### src/rtl/nettlp_rx_decap.sv
// NetTLP receive decapsulator: validates the Eth/IPv4/UDP/NetTLP header of MAC RX frames and forwards the bare TLP.
// Optional NETTLP_SEQ_CHECK_EN adds per-tag sequence checking (seq_err, seq_err_cnt).
module nettlp_rx_decap #(
    parameter int          DATA_WIDTH    = 64,
    parameter int          KEEP_WIDTH    = DATA_WIDTH / 8,
    parameter logic [15:0] UDP_PORT_BASE = 16'h3000,
    parameter int          TAG_WIDTH     = 4
) (
    input  logic                  clk,
    input  logic                  rst,
    input  logic [DATA_WIDTH-1:0] s_axis_tdata,
    input  logic [KEEP_WIDTH-1:0] s_axis_tkeep,
    input  logic                  s_axis_tvalid,
    output logic                  s_axis_tready,
    input  logic                  s_axis_tlast,
    output logic [DATA_WIDTH-1:0] m_axis_tdata,
    output logic [KEEP_WIDTH-1:0] m_axis_tkeep,
    output logic                  m_axis_tvalid,
    input  logic                  m_axis_tready,
    output logic                  m_axis_tlast,
    output logic [TAG_WIDTH-1:0]  m_tlp_tag,
    output logic [15:0]           m_tlp_seq,
    output logic [31:0]           m_tlp_tstamp,
    output logic [31:0]           pkt_cnt,
    output logic [31:0]           drop_cnt
`ifdef NETTLP_SEQ_CHECK_EN
    ,
    output logic                  seq_err,
    output logic [31:0]           seq_err_cnt
`endif
);

    typedef enum logic [1:0] {
        ST_IDLE    = 2'd0,
        ST_HDR     = 2'd1,
        ST_PAYLOAD = 2'd2,
        ST_DROP    = 2'd3
    } state_t;

    localparam int NUM_TAGS = 1 << TAG_WIDTH;

    state_t                state_q, state_d;
    logic [2:0]            beat_q, beat_d;
    logic                  hdr_ok_q, hdr_ok_d;
    logic [TAG_WIDTH-1:0]  tag_pend_q, tag_pend_d;
    logic [DATA_WIDTH-1:0] m_data_q, m_data_d;
    logic [KEEP_WIDTH-1:0] m_keep_q, m_keep_d;
    logic                  m_valid_q, m_valid_d;
    logic                  m_last_q, m_last_d;
    logic [TAG_WIDTH-1:0]  tag_q, tag_d;
    logic [15:0]           seq_q, seq_d;
    logic [31:0]           tstamp_q, tstamp_d;
    logic [31:0]           pkt_cnt_q, pkt_cnt_d;
    logic [31:0]           drop_cnt_q, drop_cnt_d;

`ifdef NETTLP_SEQ_CHECK_EN
    logic [15:0]           exp_seq_q [NUM_TAGS];
    logic [15:0]           exp_seq_d [NUM_TAGS];
    logic                  seq_err_q, seq_err_d;
    logic [31:0]           seq_err_cnt_q, seq_err_cnt_d;
`endif

    logic                  s_ready_s;
    logic                  s_fire_s;
    logic                  m_fire_s;
    logic [15:0]           port_s;
    logic [16:0]           port_off_s;
    logic                  port_ok_s;
    logic [15:0]           seq_s;
    logic [31:0]           tstamp_s;
    logic                  beat_ok_s;
    logic                  hdr_pass_s;

    // Handshakes and big-endian header field extraction from the current input beat
    always_comb begin
        if (state_q == ST_PAYLOAD) begin
            s_ready_s = !m_valid_q || m_axis_tready;
        end else begin
            s_ready_s = 1'b1;
        end
        s_fire_s   = s_axis_tvalid && s_ready_s;
        m_fire_s   = m_valid_q && m_axis_tready;
        port_s     = {s_axis_tdata[39:32], s_axis_tdata[47:40]};
        // Borrow bit and any bit above the tag field both mean "outside the port window"
        port_off_s = {1'b0, port_s} - {1'b0, UDP_PORT_BASE};
        port_ok_s  = ((port_off_s >> TAG_WIDTH) == 17'd0);
        seq_s      = {s_axis_tdata[23:16], s_axis_tdata[31:24]};
        tstamp_s   = {s_axis_tdata[39:32], s_axis_tdata[47:40],
                      s_axis_tdata[55:48], s_axis_tdata[63:56]};
        case (beat_q)
            3'd1:    beat_ok_s = (s_axis_tdata[39:32] == 8'h08) && (s_axis_tdata[47:40] == 8'h00);
            3'd2:    beat_ok_s = (s_axis_tdata[63:56] == 8'h11);
            3'd4:    beat_ok_s = port_ok_s;
            default: beat_ok_s = 1'b1;
        endcase
        hdr_pass_s = hdr_ok_q && beat_ok_s;
    end

    // Next-state, output register and counter logic
    always_comb begin
        state_d    = state_q;
        beat_d     = beat_q;
        hdr_ok_d   = hdr_ok_q;
        tag_pend_d = tag_pend_q;
        m_data_d   = m_data_q;
        m_keep_d   = m_keep_q;
        m_valid_d  = m_valid_q;
        m_last_d   = m_last_q;
        tag_d      = tag_q;
        seq_d      = seq_q;
        tstamp_d   = tstamp_q;
        pkt_cnt_d  = pkt_cnt_q;
        drop_cnt_d = drop_cnt_q;
`ifdef NETTLP_SEQ_CHECK_EN
        exp_seq_d     = exp_seq_q;
        seq_err_d     = 1'b0;
        seq_err_cnt_d = seq_err_cnt_q;
`endif

        if (m_fire_s) begin
            m_valid_d = 1'b0;
            if (m_last_q) begin
                pkt_cnt_d = pkt_cnt_q + 32'd1;
            end else begin
                pkt_cnt_d = pkt_cnt_q;
            end
        end else begin
            m_valid_d = m_valid_q;
        end

        case (state_q)
            ST_IDLE: begin
                if (s_fire_s) begin
                    if (s_axis_tlast) begin
                        drop_cnt_d = drop_cnt_q + 32'd1;
                    end else begin
                        state_d  = ST_HDR;
                        beat_d   = 3'd1;
                        hdr_ok_d = 1'b1;
                    end
                end else begin
                    state_d = ST_IDLE;
                end
            end
            ST_HDR: begin
                if (s_fire_s) begin
                    hdr_ok_d = hdr_pass_s;
                    if (beat_q == 3'd4) begin
                        tag_pend_d = port_off_s[TAG_WIDTH-1:0];
                    end else begin
                        tag_pend_d = tag_pend_q;
                    end
                    if (s_axis_tlast) begin
                        drop_cnt_d = drop_cnt_q + 32'd1;
                        state_d    = ST_IDLE;
                    end else if (beat_q == 3'd5) begin
                        if (hdr_pass_s) begin
                            state_d  = ST_PAYLOAD;
                            tag_d    = tag_pend_q;
                            seq_d    = seq_s;
                            tstamp_d = tstamp_s;
`ifdef NETTLP_SEQ_CHECK_EN
                            if (seq_s != exp_seq_q[tag_pend_q]) begin
                                seq_err_d     = 1'b1;
                                seq_err_cnt_d = seq_err_cnt_q + 32'd1;
                            end else begin
                                seq_err_d     = 1'b0;
                            end
                            exp_seq_d[tag_pend_q] = seq_s + 16'd1;
`endif
                        end else begin
                            state_d = ST_DROP;
                        end
                    end else begin
                        beat_d = beat_q + 3'd1;
                    end
                end else begin
                    state_d = ST_HDR;
                end
            end
            ST_PAYLOAD: begin
                if (s_fire_s) begin
                    m_data_d  = s_axis_tdata;
                    m_keep_d  = s_axis_tkeep;
                    m_last_d  = s_axis_tlast;
                    m_valid_d = 1'b1;
                    if (s_axis_tlast) begin
                        state_d = ST_IDLE;
                    end else begin
                        state_d = ST_PAYLOAD;
                    end
                end else begin
                    state_d = ST_PAYLOAD;
                end
            end
            ST_DROP: begin
                if (s_fire_s && s_axis_tlast) begin
                    drop_cnt_d = drop_cnt_q + 32'd1;
                    state_d    = ST_IDLE;
                end else begin
                    state_d = ST_DROP;
                end
            end
            default: begin
                state_d = ST_IDLE;
            end
        endcase
    end

    // State and output registers
    always_ff @(posedge clk or posedge rst) begin
        if (rst) begin
            state_q    <= ST_IDLE;
            beat_q     <= 3'd0;
            hdr_ok_q   <= 1'b0;
            tag_pend_q <= '0;
            m_data_q   <= '0;
            m_keep_q   <= '0;
            m_valid_q  <= 1'b0;
            m_last_q   <= 1'b0;
            tag_q      <= '0;
            seq_q      <= 16'd0;
            tstamp_q   <= 32'd0;
            pkt_cnt_q  <= 32'd0;
            drop_cnt_q <= 32'd0;
`ifdef NETTLP_SEQ_CHECK_EN
            for (int i = 0; i < NUM_TAGS; i++) begin
                exp_seq_q[i] <= 16'd0;
            end
            seq_err_q     <= 1'b0;
            seq_err_cnt_q <= 32'd0;
`endif
        end else begin
            state_q    <= state_d;
            beat_q     <= beat_d;
            hdr_ok_q   <= hdr_ok_d;
            tag_pend_q <= tag_pend_d;
            m_data_q   <= m_data_d;
            m_keep_q   <= m_keep_d;
            m_valid_q  <= m_valid_d;
            m_last_q   <= m_last_d;
            tag_q      <= tag_d;
            seq_q      <= seq_d;
            tstamp_q   <= tstamp_d;
            pkt_cnt_q  <= pkt_cnt_d;
            drop_cnt_q <= drop_cnt_d;
`ifdef NETTLP_SEQ_CHECK_EN
            exp_seq_q     <= exp_seq_d;
            seq_err_q     <= seq_err_d;
            seq_err_cnt_q <= seq_err_cnt_d;
`endif
        end
    end

    assign s_axis_tready = s_ready_s;
    assign m_axis_tdata  = m_data_q;
    assign m_axis_tkeep  = m_keep_q;
    assign m_axis_tvalid = m_valid_q;
    assign m_axis_tlast  = m_last_q;
    assign m_tlp_tag     = tag_q;
    assign m_tlp_seq     = seq_q;
    assign m_tlp_tstamp  = tstamp_q;
    assign pkt_cnt       = pkt_cnt_q;
    assign drop_cnt      = drop_cnt_q;
`ifdef NETTLP_SEQ_CHECK_EN
    assign seq_err       = seq_err_q;
    assign seq_err_cnt   = seq_err_cnt_q;
`endif

endmodule

### config.mk
export PLATFORM = sky130hd
export DESIGN_NAME = nettlp_rx_decap
export DESIGN_NICKNAME = d
export VERILOG_FILES = /design/src/rtl/nettlp_rx_decap.sv
export SDC_FILE = /design/constraint.sdc
export NUM_CORES = 1
export LEC_CHECK = 0
export ABC_AREA = 1
export CORE_MARGIN = 5
export CORE_UTILIZATION = 43
export CTS_CLUSTER_SIZE = 28
export DETAILED_ROUTE_END_ITERATION = 8
export PLACE_DENSITY = 0.87
export SKIP_CTS_REPAIR_TIMING = 1
export SLEW_MARGIN = 20
export SYNTH_ARGS = -nofsm -noshare
export SYNTH_HDL_FRONTEND = slang
export SYNTH_SLANG_ARGS = --single-unit
### constraint.sdc
create_clock -name clk -period 5.8 [get_ports clk]
set_input_delay 0.87 -clock clk [delete_from_list [all_inputs] [get_ports clk]]
set_output_delay 0.87 -clock clk [all_outputs]
set_load 0.01 [all_outputs]
**Word-level counts from Yosys, hierarchy flattened**

Cells that the tools add are included.
Widths: inputs -> output; s select.

- $add $sub $neg: 4
- Equal/unequal tests: 19
- Multiplexer cells: 29
- Bitwise gates (word level): 1
- Reduce and logical (&&, ||, !) cells: 21

Operator list:

| cell | number |
|---|---|
| $mux 32 | 3 |
| $add 32x1->32 const B | 2 |
| $pmux 32 s2 | 1 |
| $logic_not 17->1 | 1 |
| $sub 16x14->17 const B | 1 |
| $mux 2 | 8 |
| $mux 3 | 5 |
| $ne 2x2->1 const B | 6 |
| $eq 8x4->1 const B | 1 |
| $eq 8x5->1 const B | 1 |
| $logic_not 8->1 | 1 |
| $mux 1 | 8 |
| $pmux 2 s4 | 1 |
| $reduce_and 4->1 | 2 |
| $eq 3x3->1 const B | 2 |
| $pmux 3 s2 | 1 |
| $reduce_and 2->1 | 3 |
| $reduce_and 6->1 | 1 |
| $logic_and 1x1->1 | 5 |
| $reduce_and 5->1 | 1 |
| $eq 2x2->1 const B | 2 |
| $ne 2x1->1 const B | 2 |
| $ne 4x4->1 const B | 1 |
| $reduce_bool 2->1 | 2 |
| other kinds (13) | 13 |

- Bits in registers: 200
- Input port bits: 77
- Word-level logic and storage cells: 87

**Logic depth before layout (Yosys ltp)**

Gate-level depths: netlist of the first run.

- Word-level depth: 9
- Depth in mapped cells: 13
- Mapped depth without buffers: 13

**Worst setup path before layout of the first run**

OpenSTA, ideal clock, no wires.

- Kind: input port to output port
- Start point: input port m_axis_tready
- End point: output port s_axis_tready
- Arrival time: 1122 ps
- Slack: 3808 ps
- Cell stages on the path: 2
- Buffers on the path: 0
- Cell sequence: nor2_1 -> nand2_4

- Word-level cells in the longest chain between the ends: 2

RTL lines:

| what | line | RTL |
|---|---|---|
| start: declaration | 19 | `input logic m_axis_tready,` |
| $logic_or 1x1->1 | 77 | `s_ready_s = !m_valid_q \|\| m_axis_tready;` |
| $mux 1 | 76 | `if (state_q == ST_PAYLOAD) begin` |
| end: declaration | 14 | `output logic s_axis_tready,` |

No other way between the ends.

**Worst setup path in the final report of the first run**

Same ends and word-level chain as after synthesis.

==> impl_metrics.env, run 1 <==
export IMPL_worstSkewPairLatency_ns=0.44
export IMPL_syn2layout_area_growth_pct=39.17
export IMPL_grt_max_degree=201
export IMPL_worst_path_buf_inv=2
export IMPL_clk_pin_slew_ns=0.07
export IMPL_finalPower_w=0.005004
export IMPL_cts_buffer_depth=2
export IMPL_netlist_area_sq_mm=0.008847
export IMPL_overflow=0
export IMPL_fin_skew_ns=0.02053
export IMPL_worst_pin_slew_ns=1.003
export IMPL_cpPeakStageDelay_ns=0.50
export IMPL_endpoint_kind="output pin"
export IMPL_path_delay_family="buffers and inverters"
export IMPL_status="finished clean"
export IMPL_worstPathMaxFanout=3
export IMPL_syn_inst=925
export IMPL_synth_nets=1008
export IMPL_tritoncts="yes"
export IMPL_fin_util_pct=60.85
export IMPL_num_io_pins=268
export IMPL_vias=7166
export IMPL_grt_usage_pct=19.56
export IMPL_start_kind="primary input"
export IMPL_cellLeakagePower_nw=5.794
export IMPL_period_needed_ns=2.972
export IMPL_placed_cells=1439
export IMPL_synth_top_cell_by_area="dfrtp_1"
export IMPL_root_buffer="clkbuf_16"
export IMPL_max_slew_margin_pct=33.11
export IMPL_layout_drive_gt1_share_pct=8.486
export IMPL_core_sq_mm=0.02023
export IMPL_ys_types=38
export IMPL_crit_top_cell="clkdlybuf4s50_1"
export IMPL_synthDominantCellAreaShare_pct=56.57
export IMPL_htreeDepth=4
export IMPL_antenna_found_initial=1
export IMPL_die_h_microns=153.4
export IMPL_setup_viol=0
export IMPL_drc=0
export IMPL_gp_congestion=0.8572
export IMPL_vias_per_cell=4.865
export IMPL_hold_viol_final=0
export IMPL_slew_viol_final=0
export IMPL_dieArea_sq_mm=0.02354
export IMPL_synth_area_per_cell_sq_um=9.565
export IMPL_power_density_mw_per_mm2=406.4
export IMPL_yosys_top_cells_area="dfrtp_1 57%, nand2_1 9.2%, o21ai_0 4.9%"
export IMPL_io_buffers=267
export IMPL_ir_drop_mv=0.2627
export IMPL_arrival_ns=2.10
export IMPL_rows=52
export IMPL_hp_class="reg -> reg"
export IMPL_initial_core_util_pct=43.72
export IMPL_worstHoldStart="m_axis_tdata[18]"
export IMPL_final_nets=1272
export IMPL_dr_pass1_iters=5
export IMPL_cts_buffers=17
export IMPL_max_cap_violations=0
export IMPL_crit_type="in -> out"
export IMPL_crit_slowest_cell="clkdlybuf4s50_1"
export IMPL_ys_warn_count=0
export IMPL_avgRoutedWirePerCell_microns=15.64
export IMPL_grt_first_pass_wirelength_mm=37.63
export IMPL_fmax_mhz=336.5
export IMPL_r2r_start="beat_q[0]"
export IMPL_ys_ff_latch=200
export IMPL_finalSetupTns_ns=0
export IMPL_drtIter0Drc=250
export IMPL_die_x_microns=153.4
export IMPL_critPathLaunch="m_axis_tready"
export IMPL_clock_sinks=200
export IMPL_path_cells="clkdlybuf4s50_1 -> nor2_1 -> nand2_4 -> clkdlybuf4s50_1"
export IMPL_dpl_hpwl_mm=17.07
export IMPL_min_period_over_period_pct=51.24
export IMPL_grt_pass1_vias=7406
export IMPL_rsz0062_at_grt="false"
export IMPL_finalNonFillerCells=1473
export IMPL_finalWirelength_mm=23.04
export IMPL_ant_nets=0
export IMPL_cp_required_ns=4.93
export IMPL_ys_seq_area_share_pct=56.57
-- cell type report --
type	instances	area, sq um
clock inverter	15	155.1
tap	270	337.8
antenna	1	2.502
multi-input combinational	583	3211
clock buffer	17	425.4
inverter	116	441.7
sequential	200	5005
fill	1654	7921
timing repair buffer	271	2735
-- synthesized netlist by cell type (all sizes together) --
cell type and count:
nand4 16, nor3 19, xor2 42, a21oi 4, ha 6, nor2 73, mux2 24, nand2 229
clkbuf 6, nor3b 1, nor4 3, and3 1, o21bai 1, nand3b 2, nand3 29, clkinv 1
dfrtp 200, buf 20, xnor2 17, inv 115, o21ai 115, a31oi 1
-- layout by cell type, fill, tap and decap left out, types with 5 or more instances in the layout --
cell             synthesis  final
o21ai_1                 23     23
xor2_1                  42     42
clkdlybuf4s50_1          0    267
ha_1                     6      6
nand2_1                216    216
mux2_2                  21     21
xnor2_1                 17     17
o21ai_0                 87     87
o21ai_2                  5      5
dfrtp_1                200    200
clkbuf_16                0     17
nor2_1                  59     59
nand3_1                 25     25
nand2_2                  9      9
nor3_1                  15     15
nand4_1                 16     16
nor2_4                   5      5
inv_1                  112    111
nor2_2                   7      7
-- state kept, by name, indices dropped and copies added (netlist names), 2 cells and up --
register	cells
pkt_cnt	32
tag_pend_q	4
m_tlp_tag	4
m_tlp_seq	16
m_axis_tdata	64
beat_q	3
m_axis_tkeep	8
state_q	2
drop_cnt	32
m_tlp_tstamp	32
-- per-layer routing --
layer / up-vias / track usage (%) / part of all wire, %
met2: 243 / 33.74 / 50
met1: 3428 / 23.05 / 40
li1: 3462 / - / -
met5: - / 0 / 0
met3: 33 / 6.531 / 8.3
met4: 0 / 6.518 / 1.9
-- power by group --
group | switching (W) | internal, W
Clock | 0.000588 | 0.000576
Combinational | 0.000761 | 0.000972
Sequential | 0.000280 | 0.00183
Total | 0.00163 | 0.00337
-- worst paths after layout --
check | cells past startpoint | slack, ns | to
worst min register to register | 2 | 0.49 | m_axis_tdata[18]
worst max-delay path | 4 | 2.83 | s_axis_tready
worst max register to register | 12 | 3.27 | m_tlp_tstamp[18]
min in group asynchronous | 3 | 0.94 | pkt_cnt[17]
worst min-delay path | 2 | 0.49 | m_axis_tdata[18]
max in group asynchronous | 4 | 3.99 | m_tlp_tstamp[1]
-- through the flow --
| stage | area, sq um | hold slack [ns] | setup WS, ns |
|---|---|---|---|
| final | 12310 | 0.4855 | 2.828 |
| after global routing | 12310 | 0.5054 | 2.724 |
| after CTS | 12280 | 0.4901 | 2.810 |
| after detailed placement | 11700 | 0.4691 | 2.424 |
| after global placement | 11700 | 0.4632 | 2.436 |
| after floorplan | 8851 | 0.4834 | 2.342 |
-- logic make-up after synthesis --
logic type | after synthesis | share of synthesized area, %
compound gates | 121 | 7.100
xor+xnor | 59 | 5.841
fa+ha+maj | 6 | 0.8485
buf+inv | 142 | 7.227
flops | 200 | 56.57
mux | 24 | 3.055
simple gates | 373 | 19.36
-- worst register-to-register path, cell delays in order (launching register included) --
cell      delay, ns
dfrtp_1        0.39
inv_1          0.10
ha_1           0.21
nand2_1        0.09
clkinv_1       0.10
nand4_1        0.08
nand2_1        0.06
nand2_1        0.05
nand2_1        0.13
nand3_4        0.16
buf_4          0.68
nand2_1        0.23
o21ai_0        0.14
(Power assumes the default switching activity.)
==> run 2: changes to the inputs <==
==> constraint.sdc (replaced) <==
create_clock -name clk -period 2.69 [get_ports clk]
set_input_delay 0.4035 -clock clk [delete_from_list [all_inputs] [get_ports clk]]
set_output_delay 0.4035 -clock clk [all_outputs]
set_load 0.01 [all_outputs]
==> impl_metrics.env, run 2 (synthesized netlist as in run 1, its figures left out) <==
export IMPL_status="finished clean"
export IMPL_sw_frac_of_total_pct=31.61
export IMPL_max_slew_margin_pct=62.22
export IMPL_hold_viol_final=0
export IMPL_multiInputGateArea_sq_mm=0.003211
export IMPL_dieArea_sq_mm=0.02354
export IMPL_gp_congestion=0.8569
export IMPL_crit_type="reg -> out"
export IMPL_antenna_found_initial=0
export IMPL_ant_nets=0
export IMPL_arrival_ns=1.70
export IMPL_cts_buffer_depth=2
export IMPL_r2r_start="beat_q[0]"
export IMPL_finalNonFillerCells=1481
export IMPL_dr_pass1_iters=5
export IMPL_hp_class="in -> async"
export IMPL_start_kind="register"
export IMPL_cp_required_ns=2.29
export IMPL_p_comb_share_pct=34.1
export IMPL_clkPwrFrac_pct=24.5
export IMPL_clk_pin_slew_ns=0.08
export IMPL_period_needed_ns=2.101
export IMPL_setup_viol=0
export IMPL_rsz0062_at_grt="false"
export IMPL_endpoint_kind="output pin"
export IMPL_crit_slowest_cell="clkdlybuf4s50_1"
export IMPL_placed_area_sq_mm=0.01183
export IMPL_grt_pass1_vias=7467
export IMPL_vias=7153
export IMPL_path_cells="inv_2 -> nor2_4 -> nand2_4 -> clkdlybuf4s50_1"
export IMPL_min_period_over_period_pct=78.12
export IMPL_die_h_microns=153.4
export IMPL_placed_cells=1449
export IMPL_worstPathMaxFanout=5
export IMPL_finalInstanceArea_sq_mm=0.01245
export IMPL_power_density_mw_per_mm2=880.1
export IMPL_htreeDepth=4
export IMPL_fmax_mhz=475.9
export IMPL_dpl_hpwl_mm=17.62
export IMPL_overflow=0
export IMPL_r2r_end="m_tlp_tag[1]"
export IMPL_num_io_pins=268
export IMPL_fin_skew_ns=0.01227
export IMPL_n_antenna_cell=0
export IMPL_r2r_cells=12
export IMPL_finalSetupTns_ns=0
export IMPL_root_buffer="clkbuf_16"
export IMPL_clock_sinks=200
export IMPL_grt_max_degree=95
export IMPL_layout_drive_gt1_share_pct=9.166
export IMPL_finalWirelength_mm=23.30
export IMPL_drtIter0Drc=302
export IMPL_seqCellArea_sq_mm=0.005005
export IMPL_core_sq_mm=0.02023
export IMPL_layout_common_cells="267 x clkdlybuf4s50_1, 216 x nand2_1, 200 x dfrtp_1"
export IMPL_initial_core_util_pct=43.72
export IMPL_worst_r2r_setup_slack_ns=0.67
export IMPL_drc=0
export IMPL_critPathLaunch="state_q[1]"
export IMPL_syn2layout_area_growth_pct=40.74
export IMPL_tritoncts="yes"
export IMPL_finalPower_w=0.01096
export IMPL_cellLeakagePower_nw=5.876
export IMPL_final_common_cell="clkdlybuf4s50_1"
export IMPL_cpPeakStageDelay_ns=0.51
export IMPL_worstSkewPairLatency_ns=0.43
export IMPL_switchingPower_w=0.003464
export IMPL_vias_per_cell=4.830
export IMPL_grt_first_pass_wirelength_mm=38.03
export IMPL_seqPwrFrac_pct=41.4
export IMPL_p_int_w=0.007495
export IMPL_fillers=1658
export IMPL_avgRoutedWirePerCell_microns=15.73
export IMPL_die_x_microns=153.4
export IMPL_max_cap_violations=0
export IMPL_largest_reg_flops=64
export IMPL_rows=52
export IMPL_io_buffers=267
export IMPL_grt_usage_pct=19.72
export IMPL_final_nets=1281
export IMPL_ir_drop_mv=0.5053
export IMPL_cts_buffers=17
export IMPL_slew_viol_final=0
export IMPL_worst_pin_slew_ns=0.5667
-- run 2: stage by stage --
step	util (%)	hold slack, ns	worst slack, ns
3_3_place_gp	58.45	0.4636	0.4185
2_1_floorplan	-	0.4834	-0.3018
5_1_grt	61.54	0.4168	0.4971
6_report	61.54	0.3925	0.5885
3_5_place_dp	58.45	0.4719	0.3672
4_1_cts	61.54	0.3976	0.5428
-- run 2: worst max path at each step --
stage,end,depth (start not counted)
CTS,s_axis_tready,4
global placement,m_axis_tvalid,8
detailed placement,m_axis_tdata[30],9
floorplan,beat_q[0],1
global route,s_axis_tready,4
finish,s_axis_tready,4
-- run 2: critical path: cells and delay by family, from the launching register on --
kind / cells / cell delay, ns
buffers and inverters: 2 / 0.59
flip-flops: 1 / 0.46
AND/OR/NAND/NOR: 2 / 0.23
-- run 2: power by group through the flow --
stage	combinational, W	clock [W]	sequential [W]
3_5_place_dp	0.00377	0	0.00457
3_3_place_gp	0.00368	0	0.00452
2_1_floorplan	0.00105	0	0.00492
6_report	0.00373	0.00269	0.00454
5_1_grt	0.00405	0.00287	0.00467
4_1_cts	0.00379	0.00275	0.00454
-- run 2: routing by layer --
metal,part of all wire [%],GRT usage (%),vias up
met5,0,0,-
met4,0.92,4.247,0
met3,8.3,6.870,17
met2,51,34.54,228
met1,40,23.61,3447
li1,-,-,3461
-- run 2: final cells by class --
type | count | area share [%]
Timing Repair Buffer | 280 | 22.75
Tap cell | 270 | 2.713
Sequential cell | 200 | 40.19
Multi-Input combinational cell | 583 | 25.78
Clock buffer | 18 | 3.527
Inverter | 116 | 3.547
Clock inverter | 14 | 1.487
